**src/rtl/fetch_stage_pkg.sv**
```systemverilog
// Shared pipeline constants for the front end: fetch FSM encodings and the IF/ID bubble value.
package fetch_stage_pkg;

  typedef enum logic [1:0] {
    S_IDLE  = 2'd0,
    S_FETCH = 2'd1,
    S_VALID = 2'd2,
    S_DROP  = 2'd3
  } fetch_state_t;

  localparam logic [31:0] BUBBLE = 32'h0000_0000;

  // Redirect targets are forced onto a word boundary.
  function automatic logic [31:0] word_align(input logic [31:0] addr);
    return {addr[31:2], 2'b00};
  endfunction

endpackage

```
**src/rtl/fetch_stage_if.sv**
```systemverilog
// Fetch-stage signal bundle: redirect/hazard inputs, instruction-memory handshake, IF/ID outputs.
interface fetch_stage_if;
  logic        hazDetect_IF_ID;
  logic        PCSrc;
  logic [31:0] branchTarget_i;
  logic        imemReq_o;
  logic [31:0] imemAddr_o;
  logic        imemReady_i;
  logic [31:0] imemData_i;
  logic [31:0] pc_o;
  logic [31:0] pcPlusFour_o;
  logic [31:0] inst_o;
  logic        instValid_o;

  modport master (
    input  hazDetect_IF_ID, PCSrc, branchTarget_i, imemReady_i, imemData_i,
    output imemReq_o, imemAddr_o, pc_o, pcPlusFour_o, inst_o, instValid_o
  );

  modport slave (
    output hazDetect_IF_ID, PCSrc, branchTarget_i, imemReady_i, imemData_i,
    input  imemReq_o, imemAddr_o, pc_o, pcPlusFour_o, inst_o, instValid_o
  );
endinterface

```
**src/rtl/fetch_stage_pc_reg.sv**
```systemverilog
// Program counter: resets to RESET_PC, redirect has priority over sequential +4 (wraps mod 2^32).
module pc_reg #(
  parameter logic [31:0] RESET_PC = 32'h0000_0000
) (
  input  logic        clk,
  input  logic        rst_n,
  input  logic        advance,
  input  logic        redirect,
  input  logic [31:0] redirect_addr,
  output logic [31:0] pc,
  output logic [31:0] pc_plus_four
);

  assign pc_plus_four = pc + 32'd4;

  always_ff @(posedge clk or negedge rst_n) begin
    if (!rst_n) begin
      pc <= RESET_PC;
    end else if (redirect) begin
      pc <= redirect_addr;
    end else if (advance) begin
      pc <= pc_plus_four;
    end
  end

endmodule

```
**src/rtl/fetch_stage.sv**
```systemverilog
// Instruction fetch: one outstanding imem request, buffers the word until IF/ID takes it.
module fetch_stage
  import fetch_stage_pkg::*;
#(
  parameter logic [31:0] RESET_PC = 32'h0000_0000
) (
  input  logic           clk,
  input  logic           rst_n,
  fetch_stage_if.master  fif
);

  fetch_state_t state, state_nxt;
  logic [31:0]  inst_buf;
  logic [31:0]  pend_target;
  logic [31:0]  pc;
  logic [31:0]  pc_plus_four;
  logic [31:0]  target;

  logic         buf_load;
  logic         pend_load;
  logic         pc_advance;
  logic         pc_redirect;
  logic [31:0]  redirect_addr;
  logic         inst_valid;

  assign target = word_align(fif.branchTarget_i);

  pc_reg #(.RESET_PC(RESET_PC)) u_pc_reg (
    .clk           (clk),
    .rst_n         (rst_n),
    .advance       (pc_advance),
    .redirect      (pc_redirect),
    .redirect_addr (redirect_addr),
    .pc            (pc),
    .pc_plus_four  (pc_plus_four)
  );

  always_ff @(posedge clk or negedge rst_n) begin
    if (!rst_n) begin
      state       <= S_IDLE;
      inst_buf    <= 32'h0;
      pend_target <= 32'h0;
    end else begin
      state <= state_nxt;
      if (buf_load)  inst_buf    <= fif.imemData_i;
      if (pend_load) pend_target <= target;
    end
  end

  always_comb begin
    state_nxt     = state;
    fif.imemReq_o = 1'b0;
    inst_valid    = 1'b0;
    buf_load      = 1'b0;
    pend_load     = 1'b0;
    pc_advance    = 1'b0;
    pc_redirect   = 1'b0;
    redirect_addr = target;

    unique case (state)
      S_IDLE: begin
        state_nxt = S_FETCH;
      end
      S_FETCH: begin
        fif.imemReq_o = 1'b1;
        if (fif.imemReady_i) begin
          if (fif.PCSrc) begin
            pc_redirect = 1'b1;
          end else begin
            buf_load  = 1'b1;
            state_nxt = S_VALID;
          end
        end else if (fif.PCSrc) begin
          pend_load = 1'b1;
          state_nxt = S_DROP;
        end
      end
      S_DROP: begin
        // The old request must still complete; its data is thrown away.
        fif.imemReq_o = 1'b1;
        if (fif.PCSrc) pend_load = 1'b1;
        if (fif.imemReady_i) begin
          pc_redirect   = 1'b1;
          redirect_addr = fif.PCSrc ? target : pend_target;
          state_nxt     = S_FETCH;
        end
      end
      S_VALID: begin
        inst_valid = ~fif.PCSrc;
        if (fif.PCSrc) begin
          pc_redirect = 1'b1;
          state_nxt   = S_FETCH;
        end else if (fif.hazDetect_IF_ID) begin
          pc_advance = 1'b1;
          state_nxt  = S_FETCH;
        end
      end
      default: state_nxt = S_IDLE;
    endcase
  end

  assign fif.imemAddr_o   = pc;
  assign fif.pc_o         = pc;
  assign fif.pcPlusFour_o = pc_plus_four;
  assign fif.instValid_o  = inst_valid;
  assign fif.inst_o       = inst_valid ? inst_buf : BUBBLE;

endmodule

```
**src/flat_wrapper.sv**
```systemverilog
// flat-port wrapper written by rule: the top's interface ports become plain ports
module fetch_stage_flat import fetch_stage_pkg::*;
#(
  parameter logic [31:0] RESET_PC = 32'h0000_0000
)
  (clk, rst_n, fif_hazDetect_IF_ID, fif_PCSrc, fif_branchTarget_i, fif_imemReady_i, fif_imemData_i, fif_imemReq_o, fif_imemAddr_o, fif_pc_o, fif_pcPlusFour_o, fif_inst_o, fif_instValid_o);
  fetch_stage_if fif_i ();
  input  logic clk;
  input  logic rst_n;
  input wire logic [$bits(fif_i.hazDetect_IF_ID)-1:0] fif_hazDetect_IF_ID;
  input wire logic [$bits(fif_i.PCSrc)-1:0] fif_PCSrc;
  input wire logic [$bits(fif_i.branchTarget_i)-1:0] fif_branchTarget_i;
  input wire logic [$bits(fif_i.imemReady_i)-1:0] fif_imemReady_i;
  input wire logic [$bits(fif_i.imemData_i)-1:0] fif_imemData_i;
  output wire logic [$bits(fif_i.imemReq_o)-1:0] fif_imemReq_o;
  output wire logic [$bits(fif_i.imemAddr_o)-1:0] fif_imemAddr_o;
  output wire logic [$bits(fif_i.pc_o)-1:0] fif_pc_o;
  output wire logic [$bits(fif_i.pcPlusFour_o)-1:0] fif_pcPlusFour_o;
  output wire logic [$bits(fif_i.inst_o)-1:0] fif_inst_o;
  output wire logic [$bits(fif_i.instValid_o)-1:0] fif_instValid_o;
  assign fif_i.hazDetect_IF_ID = fif_hazDetect_IF_ID;
  assign fif_i.PCSrc = fif_PCSrc;
  assign fif_i.branchTarget_i = fif_branchTarget_i;
  assign fif_i.imemReady_i = fif_imemReady_i;
  assign fif_i.imemData_i = fif_imemData_i;
  assign fif_imemReq_o = fif_i.imemReq_o;
  assign fif_imemAddr_o = fif_i.imemAddr_o;
  assign fif_pc_o = fif_i.pc_o;
  assign fif_pcPlusFour_o = fif_i.pcPlusFour_o;
  assign fif_inst_o = fif_i.inst_o;
  assign fif_instValid_o = fif_i.instValid_o;
  fetch_stage #(.RESET_PC(RESET_PC)) u_core (.clk(clk), .rst_n(rst_n), .fif(fif_i));
endmodule
```
**config.mk**
```make
export PLATFORM = sky130hd
export DESIGN_NAME = fetch_stage_flat
export DESIGN_NICKNAME = d
export VERILOG_FILES = /design/src/rtl/fetch_stage_pkg.sv /design/src/rtl/fetch_stage_if.sv /design/src/rtl/fetch_stage_pc_reg.sv /design/src/rtl/fetch_stage.sv /design/src/flat_wrapper.sv
export SDC_FILE = /design/constraint.sdc
export NUM_CORES = 1
export LEC_CHECK = 0
export CAP_MARGIN = 20
export CELL_PAD_IN_SITES_DETAIL_PLACEMENT = 1
export CELL_PAD_IN_SITES_GLOBAL_PLACEMENT = 1
export CORE_MARGIN = 1.5
export CORE_UTILIZATION = 34
export DETAILED_ROUTE_END_ITERATION = 16
export GPL_ROUTABILITY_DRIVEN = 0
export PLACE_DENSITY_LB_ADDON = 0.12
export REMOVE_ABC_BUFFERS = 1
export SYNTH_ARGS = -nofsm -noshare
export SYNTH_HDL_FRONTEND = slang
export SYNTH_SLANG_ARGS = --single-unit
```
**constraint.sdc**
```tcl
create_clock -name clk -period 3.15 [get_ports clk]
set_input_delay 0.63 -clock clk [delete_from_list [all_inputs] [get_ports clk]]
set_output_delay 0.63 -clock clk [all_outputs]
set_load 0.02 [all_outputs]
```
=== Yosys cells after proc, flatten, opt, wreduce, memory -nomap -nowiden ===
Cells that the tools add are included.

* Logic and storage cells: 44
* Register bits: 96

* Equality and inequality tests: 7
* Add/sub/neg operators: 1
* Bitwise gates (word level): 1
* Mux-type cells: 27
* Reduce and logical (&&, ||, !) cells: 4

{| class="wikitable"
|+ Operators by type and width
! operator !! count
|-
| $mux 32 || 6
|-
| $add 32x3->32 const B || 1
|-
| $mux 1 || 12
|-
| $mux 2 || 6
|-
| $ne 3x3->1 const B || 3
|-
| $pmux 2 s4 || 1
|-
| $eq 2x2->1 const B || 2
|-
| $reduce_and 4->1 || 1
|-
| $pmux 1 s3 || 1
|-
| $eq 2x1->1 const B || 1
|-
| $logic_not 2->1 || 1
|-
| $ne 2x2->1 const B || 1
|-
| $pmux 1 s2 || 1
|-
| $reduce_bool 2->1 || 1
|-
| $reduce_or 2->1 || 1
|-
| $not 1->1 || 1
|}

=== Depth between registers and ports, before layout ===
* Word-level depth: 5
* Depth in mapped cells: 7
* Gate-level depth less buffers: 5

=== Modules after synthesis ===
From an unflattened synthesis, not the netlist that was laid out.

* Cells, all modules: 541
* Area total of the unflattened synthesis: 5646.7 um2

{| class="wikitable"
|+ By module, submodules not included
! module !! area an instance (um2) !! instances !! seq. area each (um2) !! cells each
|-
| fetch_stage || 3273.1 || 1 || 1601.5 || 252
|-
| pc_reg || 2373.5 || 1 || 800.8 || 289
|}

=== Worst setup path after synthesis ===
Ideal clock, no wire load.

* Kind: reg-to-output
* From: register u_core.u_pc_reg.pc[2]
* To: output fif_pcPlusFour_o[26]
* Stages on the path, launching flop included: 7
* Data arrival time: 2.304 ns
* Path slack: 0.216 ns
* Cell sequence: dfrtp_1 ha_1 nand3_4 or3_1 buf_6 or3_4 xnor2_1

* Longest elaborated chain between the ends: 1

{| class="wikitable"
|+ Ends and longest elaborated chain
! element !! line !! text
|-
| start, declared || fetch_stage_pc_reg.sv:10 || <nowiki>output logic [31:0] pc,</nowiki>
|-
| start signal, assigned || fetch_stage_pc_reg.sv:20 || <nowiki>pc <= redirect_addr;</nowiki>
|-
| start signal, assigned || fetch_stage_pc_reg.sv:22 || <nowiki>pc <= pc_plus_four;</nowiki>
|-
| $add 32x3->32 || fetch_stage_pc_reg.sv:14 || <nowiki>assign pc_plus_four = pc + 32'd4;</nowiki>
|-
| end, declared || flat_wrapper.sv:18 || <nowiki>output wire logic [$bits(fif_i.pcPlusFour_o)-1:0] fif_pcPlusFour_o;</nowiki>
|}

No other way between the ends.

=== Worst setup path after layout ===
* From: input fif_PCSrc
* To: output fif_inst_o[17]

* Longest elaborated chain between the ends: 3

{| class="wikitable"
|+ Ends and longest elaborated chain
! element !! line !! text
|-
| start, declared || flat_wrapper.sv:11 || <nowiki>input wire logic [$bits(fif_i.PCSrc)-1:0] fif_PCSrc;</nowiki>
|-
| $not 1->1 || fetch_stage.sv:89 || <nowiki>inst_valid = ~fif.PCSrc;</nowiki>
|-
| $mux 1 || fetch_stage.sv:60 || <nowiki>unique case (state)</nowiki>
|-
| $mux 32 || fetch_stage.sv:106 || <nowiki>assign fif.inst_o = inst_valid ? inst_buf : BUBBLE;</nowiki>
|-
| end, declared || flat_wrapper.sv:19 || <nowiki>output wire logic [$bits(fif_i.inst_o)-1:0] fif_inst_o;</nowiki>
|}

No other way between the ends.

==> results by group <==
Global route
  • Total global routing overflow: 0
  • Largest net degree at the start of global routing: 74
  • Initial antenna violation count: 0
  • Number of global-route vias before repair: 5064
  • GRT Overall Usage: 20.1%
  • First-pass GRT wire length: 26300 µm

Synthesis
  • Post-Synth Simple-Gate Area: 13.4%
  • Post-synthesis xor/xnor area fraction: 4.64%
  • Top post-synthesis cells by area: dfrtp_1 43%, mux2_2 15%, buf_4 4.9%
  • Post-synth top area cell: dfrtp_1
  • Post-synth ARST share: 100%
  • Yosys warning total: 0
  • Post-synth top cells: 94 x dfrtp_1, 75 x mux2_2, 37 x and2_1
  • EDFF count, synth: 0
  • Main combinational cell family by area after synthesis: multiplexers
  • Synth Area in Compound Gates: 11.2%
  • Post-synthesis adder-cell area fraction: 0.228%
  • Seq/Total Area, Yosys: 42.9%
  • Primary FF master, synth: dfrtp_1
  • Proportion of synthesized area in mux cells: 18.9%
  • Synthesized instance count: 503
  • Synthesized area: 5480 µm²
  • Most frequent cell after synthesis: dfrtp_1
  • Avg Inst Size Synth: 10.9 µm²
  • Synthesis-stage register bit count: 94
  • Cell variety after synth: 58
  • Yosys top cell area share: 42.9%

STA
  • Fin. Hold Viols: 0
  • Final critical-path required period: 3.04 ns
  • Clock skew: 0.00950 ns
  • Max Fclk: 329 MHz
  • Slew margin rel.: 33.5%
  • Final setup vio count: 0
  • Slew Viols, Final: 0
  • Final worst-path cycle share: 96.4%
  • Unrepaired setup endpoints after global routing: false
  • Worst slew pin tran: 0.998 ns

Min path
  • Class of the worst hold path: primary input to asynchronous set/reset pin

Placed design
  • DP HPWL: 12000 µm
  • Cell Area, Placed: 7580 µm²
  • Placed cells: 882
  • Buffers on Ports: 190

Detailed routing
  • Drt total wl: 16500 µm
  • DR iter-0 viols: 152
  • DRT Pass-1 Iters: 5
  • Routed vias/inst: 5.21
  • Via count: 4680
  • Wirelength per Cell: 18.3 µm
  • Remaining DRCs: 0
  • ANT nets after route: 0

Worst setup path
  • Slowest-stage cell, CP: clkdlybuf4s50_1
  • Critical Path AT: 2.41 ns
  • Critical path type: primary input to output port
  • Critical path, cell by cell: clkdlybuf4s50_1, nor3b_2, buf_12, and2_1, clkdlybuf4s50_1
  • R2r setup slk: 1.16 ns
  • Reg2Reg Depth: 5
  • CP max stage delay: 0.62 ns
  • Worst Setup Start Kind: primary input
  • Critical path launch point: fif_PCSrc
  • Critical path endpoint: fif_inst_o[17]
  • Req. time, crit path: 2.52 ns
  • CP Capture Type: output port
  • Critical-path maximum fanout: 33
  • Worst r2r dst: u_core.u_pc_reg.pc[30]$_DFFE_PN0P_
  • Most frequent CP cell: clkdlybuf4s50_1
  • Reg2Reg Launch Point: u_core.u_pc_reg.pc[3]$_DFFE_PN0P_

Die
  • Die width: 130 µm
  • Row cnt: 46
  • Core area: 15800 µm²
  • Initial core utilization: 34.6%
  • I/O pin count: 199
  • Full die area: 16900 µm²
  • Die Ht: 130 µm

Clock tree
  • Maximum root-to-sink buffer count: 2
  • CTS tree: done
  • Clk sinks: 94
  • TritonCTS buffer count: 9
  • Clk_lat worst skew: 0.35 ns
  • Clock root cell: clkbuf_16
  • Reg clk slew, reported paths: 0.07 ns
  • H-Tree Depth: 3
  • Post-CTS Repair Setup Buffers: 0
  • Cts-stage hold buffer count: 0

Flow run
  • Max Cap Viol: 0

Cells and area
  • Ant diodes: 0
  • Utilization after layout: 49.9%
  • Finished Layout Cells: 898
  • P&R area growth vs syn: 44.1%
  • Layout cells sized above 1: 21.8%
  • Nets: 747
  • Design Area, Final: 7890 µm²
  • Largest register FFs: 32

Power
  • Peak VDD IR: 268 µV
  • Leakage: 0.00325 µW
  • Power density over the cells: 682 nW/µm²

Outcome
  • Outcome: complete, no violations
-- where the power goes --
group	switching (µW)	internal (µW)	total, µW
Sequential	239	1540	1780
Clock	461	658	1120
Combinational	1240	1240	2480
Total	1940	3450	5380
-- worst min path at each step --
stage | startpoint | end | depth (start not counted)
global route | rst_n | u_core.u_pc_reg.pc[30]$_DFFE_PN0P_ | 1
detailed placement | u_core.inst_buf[15]$_DFFE_PN0P_ | u_core.inst_buf[15]$_DFFE_PN0P_ | 1
floorplan | rst_n | u_core.inst_buf[0]$_DFFE_PN0P_ | 0
CTS | rst_n | u_core.u_pc_reg.pc[30]$_DFFE_PN0P_ | 1
global placement | u_core.inst_buf[18]$_DFFE_PN0P_ | u_core.inst_buf[18]$_DFFE_PN0P_ | 1
finish | rst_n | u_core.u_pc_reg.pc[30]$_DFFE_PN0P_ | 1
-- critical path, delay by kind of cell --
kind	cells	cell delay (ns)
and+or+nand+nor	2	0.49
buffers and inverters	3	1.29
-- layout by cell type (no fill, tap or decap), types with 7 or more instances in the layout --
| cell type | instances |
|---|---|
| clkbuf_16 | 9 |
| o21ai_0 | 9 |
| and3_1 | 9 |
| dfrtp_1 | 94 |
| mux2_2 | 75 |
| a22oi_1 | 7 |
| clkdlybuf4s50_1 | 176 |
| nand2_1 | 15 |
| nand3_1 | 7 |
| buf_4 | 40 |
| xnor2_1 | 23 |
| nor2_1 | 12 |
| o22ai_1 | 9 |
| mux2i_1 | 19 |
| dlygate4sd2_1 | 10 |
| inv_1 | 12 |
| o311ai_0 | 7 |
| and2_1 | 37 |
-- metrics by stage --
| step | power [µW] | worst slack [ns] | setup TNS, ns | hold slack, ns |
|---|---|---|---|---|
| finish | 5380 | 0.114 | 0 | 0.438 |
| CTS | 5450 | 0.0229 | 0 | 0.483 |
| global placement | 4240 | 0.0761 | 0 | 0.481 |
| global route | 5690 | 0.000212 | 0 | 0.506 |
| detailed placement | 4330 | 0.0447 | 0 | 0.488 |
| floorplan | 3030 | -0.401 | -9.77 | 0.334 |
-- per-layer routing --
metal	GRT usage (%)	routed length [µm]	up-vias
li1	-	-	2133
met1	24.0	6860	2391
met2	34.9	8260	142
met3	5.70	1140	14
met4	6.27	210	0
met5	0	0	-
-- logic make-up after synthesis --
kind of cell	count (synthesis)
xor gates and xnor gates	29
buffers and inverters	85
and+or+nand+nor	121
DFF	94
AOI/OAI and AO/OA	78
adders and majority gates	1
muxes	94
other	1
-- repair_timing --
item,CTS,global route
gates resized for setup,15,5
hold endpoints to repair,0,0
endpoints found under the setup margin,14,5
pin swaps,0,0
-- area by class of cell --
type / instances / area, µm²
Clock buffer: 13 / 260
Clock inverter: 3 / 42.5
Fill cell: 1714 / 7940
Inverter: 12 / 45.0
Multi-Input combinational cell: 329 / 2700
Sequential cell: 94 / 2350
Tap cell: 216 / 270
Timing Repair Buffer: 231 / 2220
Note: power is estimated with default switching activity, not from simulation.
